===== src/rtl/draw_fill_ctrl.sv =====
// draw_fill_ctrl -- rectangle fill engine with an AXI4 write master.
//
// Fills a WBLK x HGT rectangle (WBLK counted in 8-pixel bursts, HGT in
// lines) with a single 32-bit COLOR. Each burst is eight 32-bit beats
// (AWLEN=7) at a 32-byte aligned address. Exactly one burst is in flight
// at a time: AW handshake, then eight W beats, then the B response, before
// the next AW is issued.
//
// Handshake rule used on every channel: a transfer happens on a rising
// ACLK edge where VALID and READY are both 1; VALID is decoded from state
// only, never from READY, and the payload holds while VALID is high and
// READY is low.
//
// Ports:
//   ACLK, ARESETN        clock, synchronous active-low reset
//   START                one-cycle fill request (accepted only when idle)
//   BASE, STRIDE         top-left byte address / line pitch (bits [4:0] ignored)
//   WBLK, HGT            width in bursts / height in lines
//   COLOR                fill pixel value
//   BUSY, DONE, ERR      status: fill active, completion pulse, sticky BRESP error
//   M_AXI_AW*/W*/B*      AXI4 write channels (no read channels)
module draw_fill_ctrl #(
    parameter int C_M_AXI_ADDR_WIDTH = 32,
    parameter int C_M_AXI_DATA_WIDTH = 32
) (
    input  logic                            ACLK,
    input  logic                            ARESETN,
    input  logic                            START,
    input  logic [31:0]                     BASE,
    input  logic [15:0]                     STRIDE,
    input  logic [7:0]                      WBLK,
    input  logic [9:0]                      HGT,
    input  logic [31:0]                     COLOR,
    output logic                            BUSY,
    output logic                            DONE,
    output logic                            ERR,
    output logic [C_M_AXI_ADDR_WIDTH-1:0]   M_AXI_AWADDR,
    output logic [7:0]                      M_AXI_AWLEN,
    output logic [2:0]                      M_AXI_AWSIZE,
    output logic [1:0]                      M_AXI_AWBURST,
    output logic [3:0]                      M_AXI_AWCACHE,
    output logic                            M_AXI_AWVALID,
    input  logic                            M_AXI_AWREADY,
    output logic [C_M_AXI_DATA_WIDTH-1:0]   M_AXI_WDATA,
    output logic [C_M_AXI_DATA_WIDTH/8-1:0] M_AXI_WSTRB,
    output logic                            M_AXI_WLAST,
    output logic                            M_AXI_WVALID,
    input  logic                            M_AXI_WREADY,
    input  logic [1:0]                      M_AXI_BRESP,
    input  logic                            M_AXI_BVALID,
    output logic                            M_AXI_BREADY
);

    typedef enum logic [2:0] {
        S_IDLE = 3'd0,
        S_AW   = 3'd1,
        S_W    = 3'd2,
        S_B    = 3'd3,
        S_FIN  = 3'd4
    } state_t;

    state_t      state_q, state_d;
    logic [31:0] line_q, line_d;     // 32-byte aligned start of current line
    logic [31:0] addr_q, addr_d;     // address of the current burst
    logic [15:0] stride_q, stride_d;
    logic [7:0]  wblk_q, wblk_d;
    logic [9:0]  hgt_q, hgt_d;
    logic [31:0] color_q, color_d;
    logic [7:0]  x_q, x_d;
    logic [9:0]  y_q, y_d;
    logic [2:0]  beat_q, beat_d;
    logic        err_q, err_d;
    logic        done_q, done_d;

    logic [31:0] next_line;

    // Stride with its low five bits dropped, so line addresses stay aligned.
    assign next_line = line_q + {16'h0000, stride_q[15:5], 5'b00000};

    always_comb begin
        state_d  = state_q;
        line_d   = line_q;
        addr_d   = addr_q;
        stride_d = stride_q;
        wblk_d   = wblk_q;
        hgt_d    = hgt_q;
        color_d  = color_q;
        x_d      = x_q;
        y_d      = y_q;
        beat_d   = beat_q;
        err_d    = err_q;
        done_d   = 1'b0;

        case (state_q)
            S_IDLE: begin
                if (START) begin
                    stride_d = STRIDE;
                    wblk_d   = WBLK;
                    hgt_d    = HGT;
                    color_d  = COLOR;
                    line_d   = {BASE[31:5], 5'b00000};
                    addr_d   = {BASE[31:5], 5'b00000};
                    x_d      = 8'd0;
                    y_d      = 10'd0;
                    beat_d   = 3'd0;
                    err_d    = 1'b0;
                    state_d  = (WBLK != 8'd0 && HGT != 10'd0) ? S_AW : S_FIN;
                end
            end
            S_AW: begin
                beat_d = 3'd0;
                if (M_AXI_AWREADY) begin
                    state_d = S_W;
                end
            end
            S_W: begin
                if (M_AXI_WREADY) begin
                    beat_d = beat_q + 3'd1;
                    if (beat_q == 3'd7) begin
                        state_d = S_B;
                    end
                end
            end
            S_B: begin
                if (M_AXI_BVALID) begin
                    if (M_AXI_BRESP != 2'b00) begin
                        err_d = 1'b1;
                    end
                    if (x_q != wblk_q - 8'd1) begin
                        x_d     = x_q + 8'd1;
                        addr_d  = addr_q + 32'd32;
                        state_d = S_AW;
                    end else begin
                        x_d = 8'd0;
                        y_d = y_q + 10'd1;
                        if (y_q == hgt_q - 10'd1) begin
                            state_d = S_FIN;
                        end else begin
                            line_d  = next_line;
                            addr_d  = next_line;
                            state_d = S_AW;
                        end
                    end
                end
            end
            S_FIN: begin
                // DONE is registered, so the pulse lands in the IDLE cycle
                // that follows, where BUSY is already low.
                done_d  = 1'b1;
                state_d = S_IDLE;
            end
            default: begin
                state_d = S_IDLE;
            end
        endcase
    end

    always_ff @(posedge ACLK) begin
        if (!ARESETN) begin
            state_q  <= S_IDLE;
            line_q   <= 32'd0;
            addr_q   <= 32'd0;
            stride_q <= 16'd0;
            wblk_q   <= 8'd0;
            hgt_q    <= 10'd0;
            color_q  <= 32'd0;
            x_q      <= 8'd0;
            y_q      <= 10'd0;
            beat_q   <= 3'd0;
            err_q    <= 1'b0;
            done_q   <= 1'b0;
        end else begin
            state_q  <= state_d;
            line_q   <= line_d;
            addr_q   <= addr_d;
            stride_q <= stride_d;
            wblk_q   <= wblk_d;
            hgt_q    <= hgt_d;
            color_q  <= color_d;
            x_q      <= x_d;
            y_q      <= y_d;
            beat_q   <= beat_d;
            err_q    <= err_d;
            done_q   <= done_d;
        end
    end

    assign BUSY          = (state_q != S_IDLE);
    assign DONE          = done_q;
    assign ERR           = err_q;
    assign M_AXI_AWADDR  = addr_q;
    assign M_AXI_AWLEN   = 8'd7;
    assign M_AXI_AWSIZE  = 3'd2;
    assign M_AXI_AWBURST = 2'b01;
    assign M_AXI_AWCACHE = 4'b0011;
    assign M_AXI_AWVALID = (state_q == S_AW);
    assign M_AXI_WDATA   = color_q;
    assign M_AXI_WSTRB   = 4'hF;
    assign M_AXI_WLAST   = (state_q == S_W) && (beat_q == 3'd7);
    assign M_AXI_WVALID  = (state_q == S_W);
    assign M_AXI_BREADY  = (state_q == S_B);

endmodule

===== config.mk =====
export PLATFORM = sky130hd
export DESIGN_NAME = draw_fill_ctrl
export DESIGN_NICKNAME = d
export VERILOG_FILES = /design/src/rtl/draw_fill_ctrl.sv
export SDC_FILE = /design/constraint.sdc
export NUM_CORES = 1
export LEC_CHECK = 0
export BUFFER_PORTS_ARGS = -buffer_cell sky130_fd_sc_hd__buf_4
export CAP_MARGIN = 20
export CORE_ASPECT_RATIO = 0.9
export CORE_MARGIN = 4
export CORE_UTILIZATION = 50
export CTS_CLUSTER_DIAMETER = 30
export CTS_CLUSTER_SIZE = 8
export DETAILED_ROUTE_END_ITERATION = 16
export PLACE_DENSITY_LB_ADDON = 0.05
export SYNTH_ARGS = -nofsm -noshare
export SYNTH_HDL_FRONTEND = slang
export SYNTH_SLANG_ARGS = --single-unit

===== constraint.sdc =====
create_clock -name ACLK -period 3.3 [get_ports ACLK]
set_clock_uncertainty 0.2 [all_clocks]
set_input_delay 0.66 -clock ACLK [delete_from_list [all_inputs] [get_ports ACLK]]
set_output_delay 0.66 -clock ACLK [all_outputs]
set_load 0.05 [all_outputs]

---- Word level (Yosys, flattened, before mapping) ----
Cells that the tools add are included.
storage, ports and cells
  register bits ........................... 156
  latch bits .............................. 0
  bits in writable memories ............... 0
  memory bits (read-only) ................. 0
  input port bits ......................... 106
  logic and storage cells ................. 85
  memories ................................ 0
operators by class
  add/sub/neg operators ................... 7
  multiply operators ...................... 0
  div/mod/pow operators ................... 0
  magnitude comparators ................... 0
  equality and inequality tests ........... 16
  shifts and indexed selects .............. 0
  mux-type cells .......................... 33
  bitwise gates (word level) .............. 0
  reductions and logical operators ........ 17
operator list
  operator                                                count
  2-to-1 mux 32 bit                                       6
  one-hot mux 32 bit (2 select lines)                     2
  adder 32 x 16 -> 32 bit                                 1
  adder 32 x 6 -> 32 bit (second input constant)          1
  2-to-1 mux 10 bit                                       3
  2-to-1 mux 3 bit                                        10
  2-to-1 mux 8 bit                                        3
  one-hot mux 10 bit (2 select lines)                     1
  one-hot mux 8 bit (2 select lines)                      1
  one-hot mux 3 bit (4 select lines)                      1
  AND reduction 4 bit                                     3
  adder 10 x 1 -> 10 bit (second input constant)          1
  == test 10 bit                                          1
  AND reduction 5 bit                                     2
  nonzero test 10 bit                                     1
  subtractor 10 x 1 -> 10 bit (second input constant)     1
  one-hot mux 3 bit (3 select lines)                      1
  adder 8 x 1 -> 8 bit (second input constant)            1
  inequality test 2 x 1 -> 1 bit (second input constant)  4
  inequality test 2 bit (second input constant)           4
  inequality test 8 bit                                   1
  nonzero test 8 bit                                      1
  subtractor 8 x 1 -> 8 bit (second input constant)       1
  == test 3 x 2 -> 1 bit (second input constant)          2
  12 further kinds                                        20

---- Longest topological paths before layout ----
Gate-level depths: netlist (run 1).
  depth after elaboration ................. 6
  depth in mapped cells ................... 12

---- Least setup slack after synthesis (run 1) ----
No wires, ideal clock.
  kind .................................... flip-flop to output port
  from .................................... register state_q[1]
  to ...................................... output port M_AXI_WLAST
  data arrival time ....................... 2.548 ns
  required time ........................... 2.440 ns
  path slack .............................. -0.108 ns
  cell stages (with the launch flop) ...... 4
  buffers on the path ..................... 1
  cell sequence ........................... dfxtp_1 clkbuf_1 nor3b_1 and2_1
on the way
  word-level cells in the longest chain between the ends .. 2
ends and longest elaborated chain
  item                    line  source
  from (decl)             62    state_t state_q, state_d;
  from (signal assigned)  173   state_q <= state_d;
  == test 3 x 2 -> 1 bit  n/a
  net M_AXI_WVALID        47    output logic M_AXI_WVALID,
  logical AND 1 bit       199   assign M_AXI_WLAST = (state_q == S_W) && (beat_q == 3'd7);
  to (decl)               46    output logic M_AXI_WLAST,
The timed path passes the listed nets, and every way through them passes these cells.

---- Worst setup path after layout (run 1) ----
  from .................................... register hgt_q[1]
  to ...................................... register addr_q[7], in the netlist M_AXI_AWADDR[7]
on the way
  word-level cells in the longest chain between the ends .. 4
ends and longest elaborated chain
  item                             line  source
  from (decl)                      67    logic [9:0] hgt_q, hgt_d;
  from (signal assigned)           178   hgt_q <= hgt_d;
  subtractor 10 x 1 -> 10 bit      136   if (y_q == hgt_q - 10'd1) begin
  == test 10 bit                   136
  inequality test 3 bit (no line)  n/a
  AND reduction 4 bit (no line)    n/a
  to (signal assigned)             175   addr_q <= addr_d;
  to (decl)                        64    logic [31:0] addr_q, addr_d;
Every way passes these cells.
A chain may end at the register's enable or synchronous reset.

==> results of run 1 <==
-- area by class of cell --
class	count	area (um^2)	share of cell area, %
clock buffers	17	425	4.10
inverters	18	67.6	0.652
well taps	207	259	2.50
multi-input cells	848	5060	48.8
flip-flops and latches	142	2850	27.5
clock inverters	15	128	1.23
repair buffers	203	1580	15.2
-- cell usage after synthesis (15+ instances only) --
| cell type | number | area [um^2] |
|---|---|---|
| ha_1 | 18 | 225 |
| dfxtp_1 | 142 | 2840 |
| nand4_1 | 20 | 125 |
| clkbuf_1 | 52 | 195 |
| xor2_1 | 44 | 385 |
| inv_1 | 17 | 63.8 |
| o21ai_0 | 45 | 225 |
| xnor2_1 | 35 | 307 |
| nor2_1 | 53 | 199 |
| a21oi_1 | 119 | 596 |
| buf_4 | 25 | 188 |
| nand2_1 | 222 | 833 |
| nand3_1 | 34 | 170 |
| nor3_1 | 15 | 75.1 |
-- final timing paths --
path	to	slack (ps)
worst max-delay path	M_AXI_AWADDR[7]	120
worst min-delay path	ERR	250
worst max register to register	M_AXI_AWADDR[7]	120
worst min register to register	ERR	250
-- routing by layer --
layer	vias up	global-route usage [%]	wire length, um
met2	279	39.1	11000
met1	3823	35.2	11000
li1	4111	-	-
met3	27	6.66	1740
met4	0	6.97	351
met5	-	0	0
-- timing repair --
action / CTS / global route
hold buffers: 0 / 0
endpoints found under the setup margin: 0 / 39
setup buffers: 0 / 1
resized for setup: 0 / 14
-- sequential cells by signal (all words and copies together), names as in the netlist --
register	flops
x_q	8
stride_q	11
line_q	27
M_AXI_AWADDR	28
DONE	1
y_q	10
state_q	3
ERR	1
beat_q	3
wblk_q	8
M_AXI_WDATA	32
hgt_q	10
-- kinds of logic (layout without fill, tap and decap cells) --
family	Yosys count	count (layout)
multiplexers	9	9
AND/OR/NAND/NOR	426	426
flip-flops	142	142
AO/OA/AOI/OAI	294	294
XOR/XNOR	79	79
buffers and inverters	116	253
other	2	21
adder cells (fa/ha/maj)	19	19
-- worst min-delay path: stages, from the launching register on --
cell	delay, ps
dfxtp_1	310
inv_1	50
a21oi_1	50
-- per-stage QoR --
step	hold slack, ps	utilization (%)
after floorplan	236	-
after global placement	235	59.9
after detailed placement	247	59.9
after CTS	256	63.3
after global routing	264	63.8
final	246	63.8
-- power breakdown --
| part | total, mW | switching (mW) | internal (mW) | leakage, nW |
|---|---|---|---|---|
| clock network | 1.82 | 0.830 | 0.986 | 0.268 |
| logic | 1.18 | 0.743 | 0.436 | 2.83 |
| registers | 1.96 | 0.129 | 1.83 | 1.16 |
==> results_dict.tcl, run 1 <==
set metrics [dict create \
    grt_pass1_vias 7690 \
    dp_slack_ps 19.9 \
    layout.cells.non_filler 1450 \
    p_leak_nw 4.26 \
    synth_edf_count 0 \
    whs_path_depth 2 \
    placed_cells 1416 \
    clk_pin_slew_ps 60 \
    async_flop_share_pct 0 \
    total_power_mw 4.96 \
    slew_viol_final 0 \
    crit_path_top_delay_cell "or4_4" \
    path_max_fanout 24 \
    max_slew_margin_pct 39.1 \
    clock_path_buffers 2 \
    insertion_delay_ps 430 \
    fin_area_mm2 0.0104 \
    place_hpwl_um 16600 \
    cp_num_cells 9 \
    dieHeight_um 131 \
    core_area_mm2 0.0162 \
    grt-ovfl-total 0 \
    port_buffers 166 \
    crit_arrival_ps 3320 \
    wl_per_cell_um 16.6 \
    antenna_cells 0 \
    cp-end-kind "register" \
    die_area_mm2 0.0188 \
    antenna_found_initial 0 \
    cts_sinks 142 \
    critPathLaunch "hgt_q[1]" \
    io_pins 198 \
    ys_dominant_reg_cell "dfxtp_1" \
    rr_worst_depth 9 \
    synth-adder-area-share_pct 2.94 \
    n_fill_cell 1513 \
    netlist_instances 1087 \
    root_buffer "clkbuf_16" \
    wl_um 24100 \
    fin_nets 1355 \
    gp_congestion 0.825 \
    setup_ws_ps 124 \
    tightest_slew_ps 911 \
    worstSetupStartpointType "register" \
    maxCapViolCount 0 \
    vias 8240 \
    die_x_um 144 \
    syn2layout_area_growth_pct 24.2 \
    crit_buf_inv 1 \
    synth_cell_types 78 \
    grt_first_pass_wirelength_um 38800 \
    finalSetupViolations 0 \
    synth-simple-area-share_pct 23.8 \
    synth.mux.area_fraction_pct 1.08 \
    power_density_mw_per_mm2 478 \
    start_util_pct 51.4 \
    final_common_cell "nand2_1" \
    fin_crit_ps 3180 \
    synth-compound-area-share_pct 23.0 \
    first_iter_violations 660 \
    grt_setup_unrepaired "false" \
    tns_ps 0 \
    grt_start_max_net_pins 67 \
    yosys_register_bits 142 \
    path_delay_family "simple AND/OR/NAND/NOR gates" \
    viasPerCell 5.68 \
    worstHoldPathType "register to register" \
    path_cells "inv_1 -> ha_1 -> nand2b_1 -> or3b_2 -> a311oi_2 -> nor2_1 -> or4_4 -> o311a_1 -> o32ai_2" \
    synth_top_family_by_area "simple AND/OR/NAND/NOR gates" \
    gr-usage-all-layers_pct 25.3 \
    max_freq_mhz 315 \
    cpPeakStageDelay_ps 720 \
    synth_xor_xnor_area_share_pct 8.29 \
    crit_required_ps 3440 \
    dr.pass1.iters 5 \
    max-vdd-ir-drop_v 0.000410 \
    final_cell_mix "nand2_1, buf_4, dfxtp_1, a21oi_1, nor2_1" \
    route.detailed.drc 0 \
    r2r-start "hgt_q[1]" \
    post-route-period-util_pct 96.2 \
    avgSynthCellArea_um2 7.68 \
    hold_start "ERR" \
    fp-row-count 44 \
    drtAntennaViolNets 0 \
    path_class "register to register" \
    final_layout_size_suffix_gt1_share_pct 21.6 \
    htreeDepth 4 \
    netlist_area_mm2 0.00835 \
    yosysWarnings 0 \
    status "completed" \
    placed_area_mm2 0.00973 \
    numCtsBuffers 17 \
    final_hold_viol_count 0 \
    cts_tree "yes" \
    synth-seq-area-share_pct 34.1 \
]
Power figures use the tool's default switching activity.
==> run 2, diff against run 1 <==
--- a/config.mk
+++ b/config.mk
@@ -5,6 +5,7 @@
 export SDC_FILE = /design/constraint.sdc
 export NUM_CORES = 1
 export LEC_CHECK = 0
+export ABC_AREA = 1
 export BUFFER_PORTS_ARGS = -buffer_cell sky130_fd_sc_hd__buf_4
 export CAP_MARGIN = 20
 export CORE_ASPECT_RATIO = 0.9
==> results_dict.tcl, run 2 <==
set metrics [dict create \
    final_layout_size_suffix_gt1_share_pct 13.8 \
    io_pins 198 \
    wl_um 29600 \
    synth-seq-area-share_pct 30.0 \
    p_switching_mw 5.03 \
    gp_congestion 0.960 \
    path_max_fanout 20 \
    cts_tree "yes" \
    grt_first_pass_wirelength_um 47800 \
    netlist_area_mm2 0.00948 \
    p_leak_nw 5.59 \
    synth_top_family_by_area "simple AND/OR/NAND/NOR gates" \
    synth_most_common_cell "nand2_1" \
    cp-end-kind "register" \
    crit_required_ps 3430 \
    slew_viol_final 0 \
    final_common_cell "nand2_1" \
    fin_area_mm2 0.0114 \
    die_area_mm2 0.0212 \
    yosysWarnings 0 \
    synth_edf_count 0 \
    first_iter_violations 864 \
    synth-compound-area-share_pct 8.60 \
    tns_ps 0 \
    netlist_instances 1595 \
    cts_sinks 142 \
    p_sw_share_pct 50.8 \
    route.detailed.drc 0 \
    synthTopCellsByArea "dfxtp_1, nand2_1, nand3_1" \
    max_slew_margin_pct 38.7 \
    tightest_slew_ps 916 \
    clkPwrFrac_pct 20.4 \
    yosysTopAreaCellShare_pct 30.0 \
    core_area_mm2 0.0185 \
    max_freq_mhz 361 \
    total_power_mw 9.89 \
    hold_buffers 0 \
    path_cells "inv_2 -> ha_1 -> inv_1 -> nand2_1 -> nand3_1 -> nand2_1 -> nand3_1 -> nor2_2 -> nand2_4 -> a21oi_4 -> buf_4 -> nand3_1 -> nor2_1 -> nor2_1" \
    n_fill_cell 1850 \
    port_buffers 166 \
    synth_commonest_cells "nand2_1, nand3_1, nor2_1" \
    path_class "register to register" \
    finalSetupViolations 0 \
    fin_nets 1864 \
    synth.mux.area_fraction_pct 0 \
    final_cell_mix "nand2_1, nand3_1, buf_4, nor2_1, inv_1" \
    insertion_delay_ps 440 \
    die_x_um 153 \
    root_buffer "clkbuf_16" \
    vias 10300 \
    crit_arrival_ps 2900 \
    status "completed" \
    htreeDepth 4 \
    power_frac_comb_pct 52.0 \
    worstHoldPathType "register to register" \
    viasPerCell 5.16 \
    critPathMostFrequentCell "nand3_1" \
    post-route-period-util_pct 84.0 \
    multi_input_comb_area_mm2 0.00562 \
    fp-row-count 47 \
    antenna_cells 0 \
    fin_crit_ps 2770 \
    dr.pass1.iters 8 \
    place_hpwl_um 22900 \
    clk_pin_slew_ps 70 \
    power_density_mw_per_mm2 866 \
    async_flop_share_pct 0 \
    ys_dominant_reg_cell "dfxtp_1" \
    maxCapViolCount 0 \
    grt-ovfl-total 0 \
    numCtsBuffers 17 \
    dieHeight_um 139 \
    grt_setup_unrepaired "false" \
    start_util_pct 51.2 \
    synth-adder-area-share_pct 2.59 \
    max-vdd-ir-drop_v 0.000462 \
    synth_top_cell_by_area "dfxtp_1" \
    gr-usage-all-layers_pct 27.3 \
    crit_path_top_delay_cell "dfxtp_1" \
    post-route-util_pct 61.7 \
    wl_per_cell_um 14.8 \
    placed_area_mm2 0.0108 \
    synth-simple-area-share_pct 43.3 \
    yosys_register_bits 142 \
    power_frac_seq_pct 27.7 \
    avgSynthCellArea_um2 5.94 \
    syn2layout_area_growth_pct 20.5 \
    postCtsSetupBuffers 0 \
    register_area_mm2 0.00284 \
    grt_pass1_vias 9311 \
    cts_resized 0 \
    clock_path_buffers 2 \
    cpPeakStageDelay_ps 320 \
    drtAntennaViolNets 0 \
    synth_xor_xnor_area_share_pct 3.97 \
    worstSetupStartpointType "register" \
    grt_start_max_net_pins 49 \
    p_int_mw 4.87 \
    final_hold_viol_count 0 \
    synth_cell_types 40 \
    antenna_found_initial 0 \
    largest_register_ffs 32 \
]
==> run 2: changes by cell type in the layout (fill, tap and decap cells not counted), moves of 11 or more <==
cell / before / now
buf_4: 199 / 188
xor2_1: 44 / 28
a311oi_1: 13 / 0
nand2_1: 221 / 543
inv_1: 17 / 163
nor2_1: 53 / 182
nand2b_1: 13 / 0
xnor2_1: 35 / 15
nand3_1: 34 / 190
a21oi_1: 119 / 108
o211ai_1: 13 / 1
o31ai_1: 14 / 0
==> run 2: kinds of logic after synthesis <==
family                     after synthesis
buffers and inverters                  249
xor gates and xnor gates                43
adders and majority gates               19
and+or+nand+nor                        983
DFF                                    142
other                                    2
AOI/OAI and AO/OA                      157
==> run 2: cell type report <==
cell class              count  area share [%]
repair buffers            188            12.4
multi-input cells        1223            49.2
inverters                 167            5.49
clock inverters            15            1.68
well taps                 245            2.68
clock buffers              17            3.72
flip-flops and latches    142            24.9
==> run 2: final timing paths <==
check / start / end / slack [ps] / depth (start not counted)
worst max-delay path: wblk_q[0] / line_q[30] / 530 / 14
worst min-delay path: M_AXI_WDATA[18] / M_AXI_WDATA[18] / 260 / 2
worst max register to register: wblk_q[0] / line_q[30] / 530 / 14
worst min register to register: M_AXI_WDATA[18] / M_AXI_WDATA[18] / 260 / 2
==> run 2: power groups by stage <==
stage	combinational [mW]	sequential, mW	clock [mW]
after floorplan	3.13	3.38	0
after global placement	5.04	2.74	0
after detailed placement	5.10	2.75	0
after CTS	5.13	2.72	2.04
after global routing	5.71	2.81	2.13
final	5.14	2.74	2.01
==> run 2: metal layers <==
layer	up-vias	track usage (%)	routed length [um]
met1	4583	39.2	13800
met4	0	7.31	607
met5	-	0	0
li1	5308	-	-
met3	51	7.02	2620
met2	367	40.7	12600
==> run 2: worst max-delay path: cells and delay by family (launching register included) <==
| family | cells | cell delay, ps |
|---|---|---|
| adder cells (fa/ha/maj) | 1 | 270 |
| flip-flops | 1 | 320 |
| AND/OR/NAND/NOR | 9 | 1130 |
| buffers and inverters | 3 | 480 |
| AO/OA/AOI/OAI | 1 | 270 |
==> run 2: through the flow <==
| step | setup slack [ps] | instances | hold slack [ps] |
|---|---|---|---|
| final | 527 | 1997 | 263 |
| after global routing | 207 | 1997 | 274 |
| after CTS | 520 | 1997 | 264 |
| after detailed placement | 583 | 1965 | 253 |
| after global placement | 606 | 1965 | 242 |
| after floorplan | 266 | 1614 | 243 |
==> run 3, diff against run 2 <==
==> constraint.sdc (replaced) <==
create_clock -name ACLK -period 2.4 [get_ports ACLK]
set_clock_uncertainty 0.2 [all_clocks]
set_input_delay 0.48 -clock ACLK [delete_from_list [all_inputs] [get_ports ACLK]]
set_output_delay 0.48 -clock ACLK [all_outputs]
set_load 0.05 [all_outputs]
==> results_dict.tcl, run 3 (synthesis results as in run 2) <==
set metrics [dict create \
    grt_setup_unrepaired "true" \
    fin_nets 1928 \
    path_max_fanout 6 \
    total_power_mw 15.4 \
    port_buffers 166 \
    route.detailed.drc 0 \
    grt_start_max_net_pins 69 \
    max_freq_mhz 418 \
    viasPerCell 5.24 \
    rr_worst_depth 15 \
    cts_tree "yes" \
    syn2layout_area_growth_pct 32.9 \
    grt-ovfl-total 0 \
    max-vdd-ir-drop_v 0.000548 \
    dr.pass1.iters 6 \
    start_util_pct 51.2 \
    dieHeight_um 139 \
    drtAntennaViolNets 0 \
    insertion_delay_ps 440 \
    whs_path_depth 3 \
    final_cell_mix "nand2_1, buf_4, nand3_1, nor2_1, inv_1" \
    placed_cells 2010 \
    vias 10800 \
    p_leak_nw 6.09 \
    root_buffer "clkbuf_16" \
    die_area_mm2 0.0212 \
    io_pins 198 \
    path_class "register to register" \
    clock_path_buffers 2 \
    maxCapViolCount 0 \
    fin_crit_ps 2390 \
    hold_buffers 0 \
    fp-row-count 47 \
    antenna_cells 0 \
    numCtsBuffers 17 \
    final_common_cell "nand2_1" \
    htreeDepth 4 \
    r2r-end "line_q[7]" \
    final_hold_viol_count 0 \
    layout.cells.non_filler 2061 \
    worstSetupStartpointType "register" \
    largest_register_ffs 32 \
    wl_um 32000 \
    r2r-start "wblk_q[1]" \
    place_hpwl_um 23400 \
    crit_arrival_ps 2520 \
    fin_area_mm2 0.0126 \
    grt_first_pass_wirelength_um 48800 \
    r2r_setup_slack_ps 10 \
    grt_pass1_vias 9489 \
    clk_pin_slew_ps 80 \
    gp_congestion 0.979 \
    slew_viol_final 0 \
    first_iter_violations 900 \
    gr-usage-all-layers_pct 27.8 \
    crit_required_ps 2530 \
    crit_end "line_q[7]" \
    status "completed" \
    core_area_mm2 0.0185 \
    cp-end-kind "register" \
    placed_area_mm2 0.0112 \
    worstHoldPathType "primary input to register" \
    hold_ws_ps 113 \
    post-route-period-util_pct 99.6 \
    critPathLaunch "wblk_q[1]" \
    cts_sinks 142 \
    wl_per_cell_um 15.5 \
    power_density_mw_per_mm2 1220 \
    finalSetupViolations 0 \
    antenna_found_initial 0 \
    die_x_um 153 \
    final_layout_size_suffix_gt1_share_pct 22.2 \
]
## run 3: cell types whose count changed in the layout (fill, tap and decap cells not counted), moves of 9 or more
cell,delta
buf_4,+39
buf_6,+12
ha_1,-9
nand2_1,-24
nand2_2,+18
nand3_1,-18
nand3_2,+17
nor2_1,-22
nor2_2,+13
nor2_4,+9
## run 3: power breakdown
group	total (mW)	switching, mW	internal, mW
clock	2.73	1.31	1.42
combinational	8.83	5.54	3.29
sequential	3.81	0.782	3.03
## run 3: critical path, cell delays in order, from the launching register on
cell	delay, ps
dfxtp_4	370
inv_4	70
ha_4	170
inv_2	60
nand2_2	70
nand3_2	70
nand2_2	100
nand3_2	110
nor2_4	180
nand2_4	90
a21oi_4	280
buf_6	160
clkbuf_16	140
nand3_1	80
nand2_1	80
nor2_1	50
## run 3: worst min-delay path by stage
stage | start | endpoint
floorplan | line_q[10] | line_q[10]
finish | COLOR[15] | M_AXI_WDATA[15]
global route | COLOR[25] | M_AXI_WDATA[25]
global placement | ERR | ERR
CTS | COLOR[18] | M_AXI_WDATA[18]
detailed placement | ERR | ERR
## run 3: per-stage QoR
stage               setup TNS (ps)  setup WS (ps)  util (%)
floorplan                     -160           -160         -
global placement              -221          -34.7      60.6
detailed placement           -1110           -138      60.6
CTS                              0           5.49      64.1
global route                 -1580          -74.9      68.0
finish                           0           9.98      68.0
## run 3: cell type report
cell class	instances	area [um^2]
clock buffers	17	425
flip-flops and latches	142	2850
repair buffers	252	2100
fillers	1706	5930
multi-input cells	1223	6090
clock inverters	15	186
inverters	167	633
well taps	245	307
## run 3: what timing repair did
| action | CTS | global route |
|---|---|---|
| setup endpoints to repair | 64 | 75 |
| gates cloned | 0 | 8 |
| resized for setup | 8 | 129 |
| pin swaps | 3 | 28 |
| setup buffers | 2 | 10 |
## run 3: routing by layer
metal	routed length [um]	share of wire (%)	global-route usage [%]
met1	14900	46	41.4
met2	13800	43	40.7
met3	2700	8.4	5.93
met4	616	1.9	7.36
met5	0	0	0
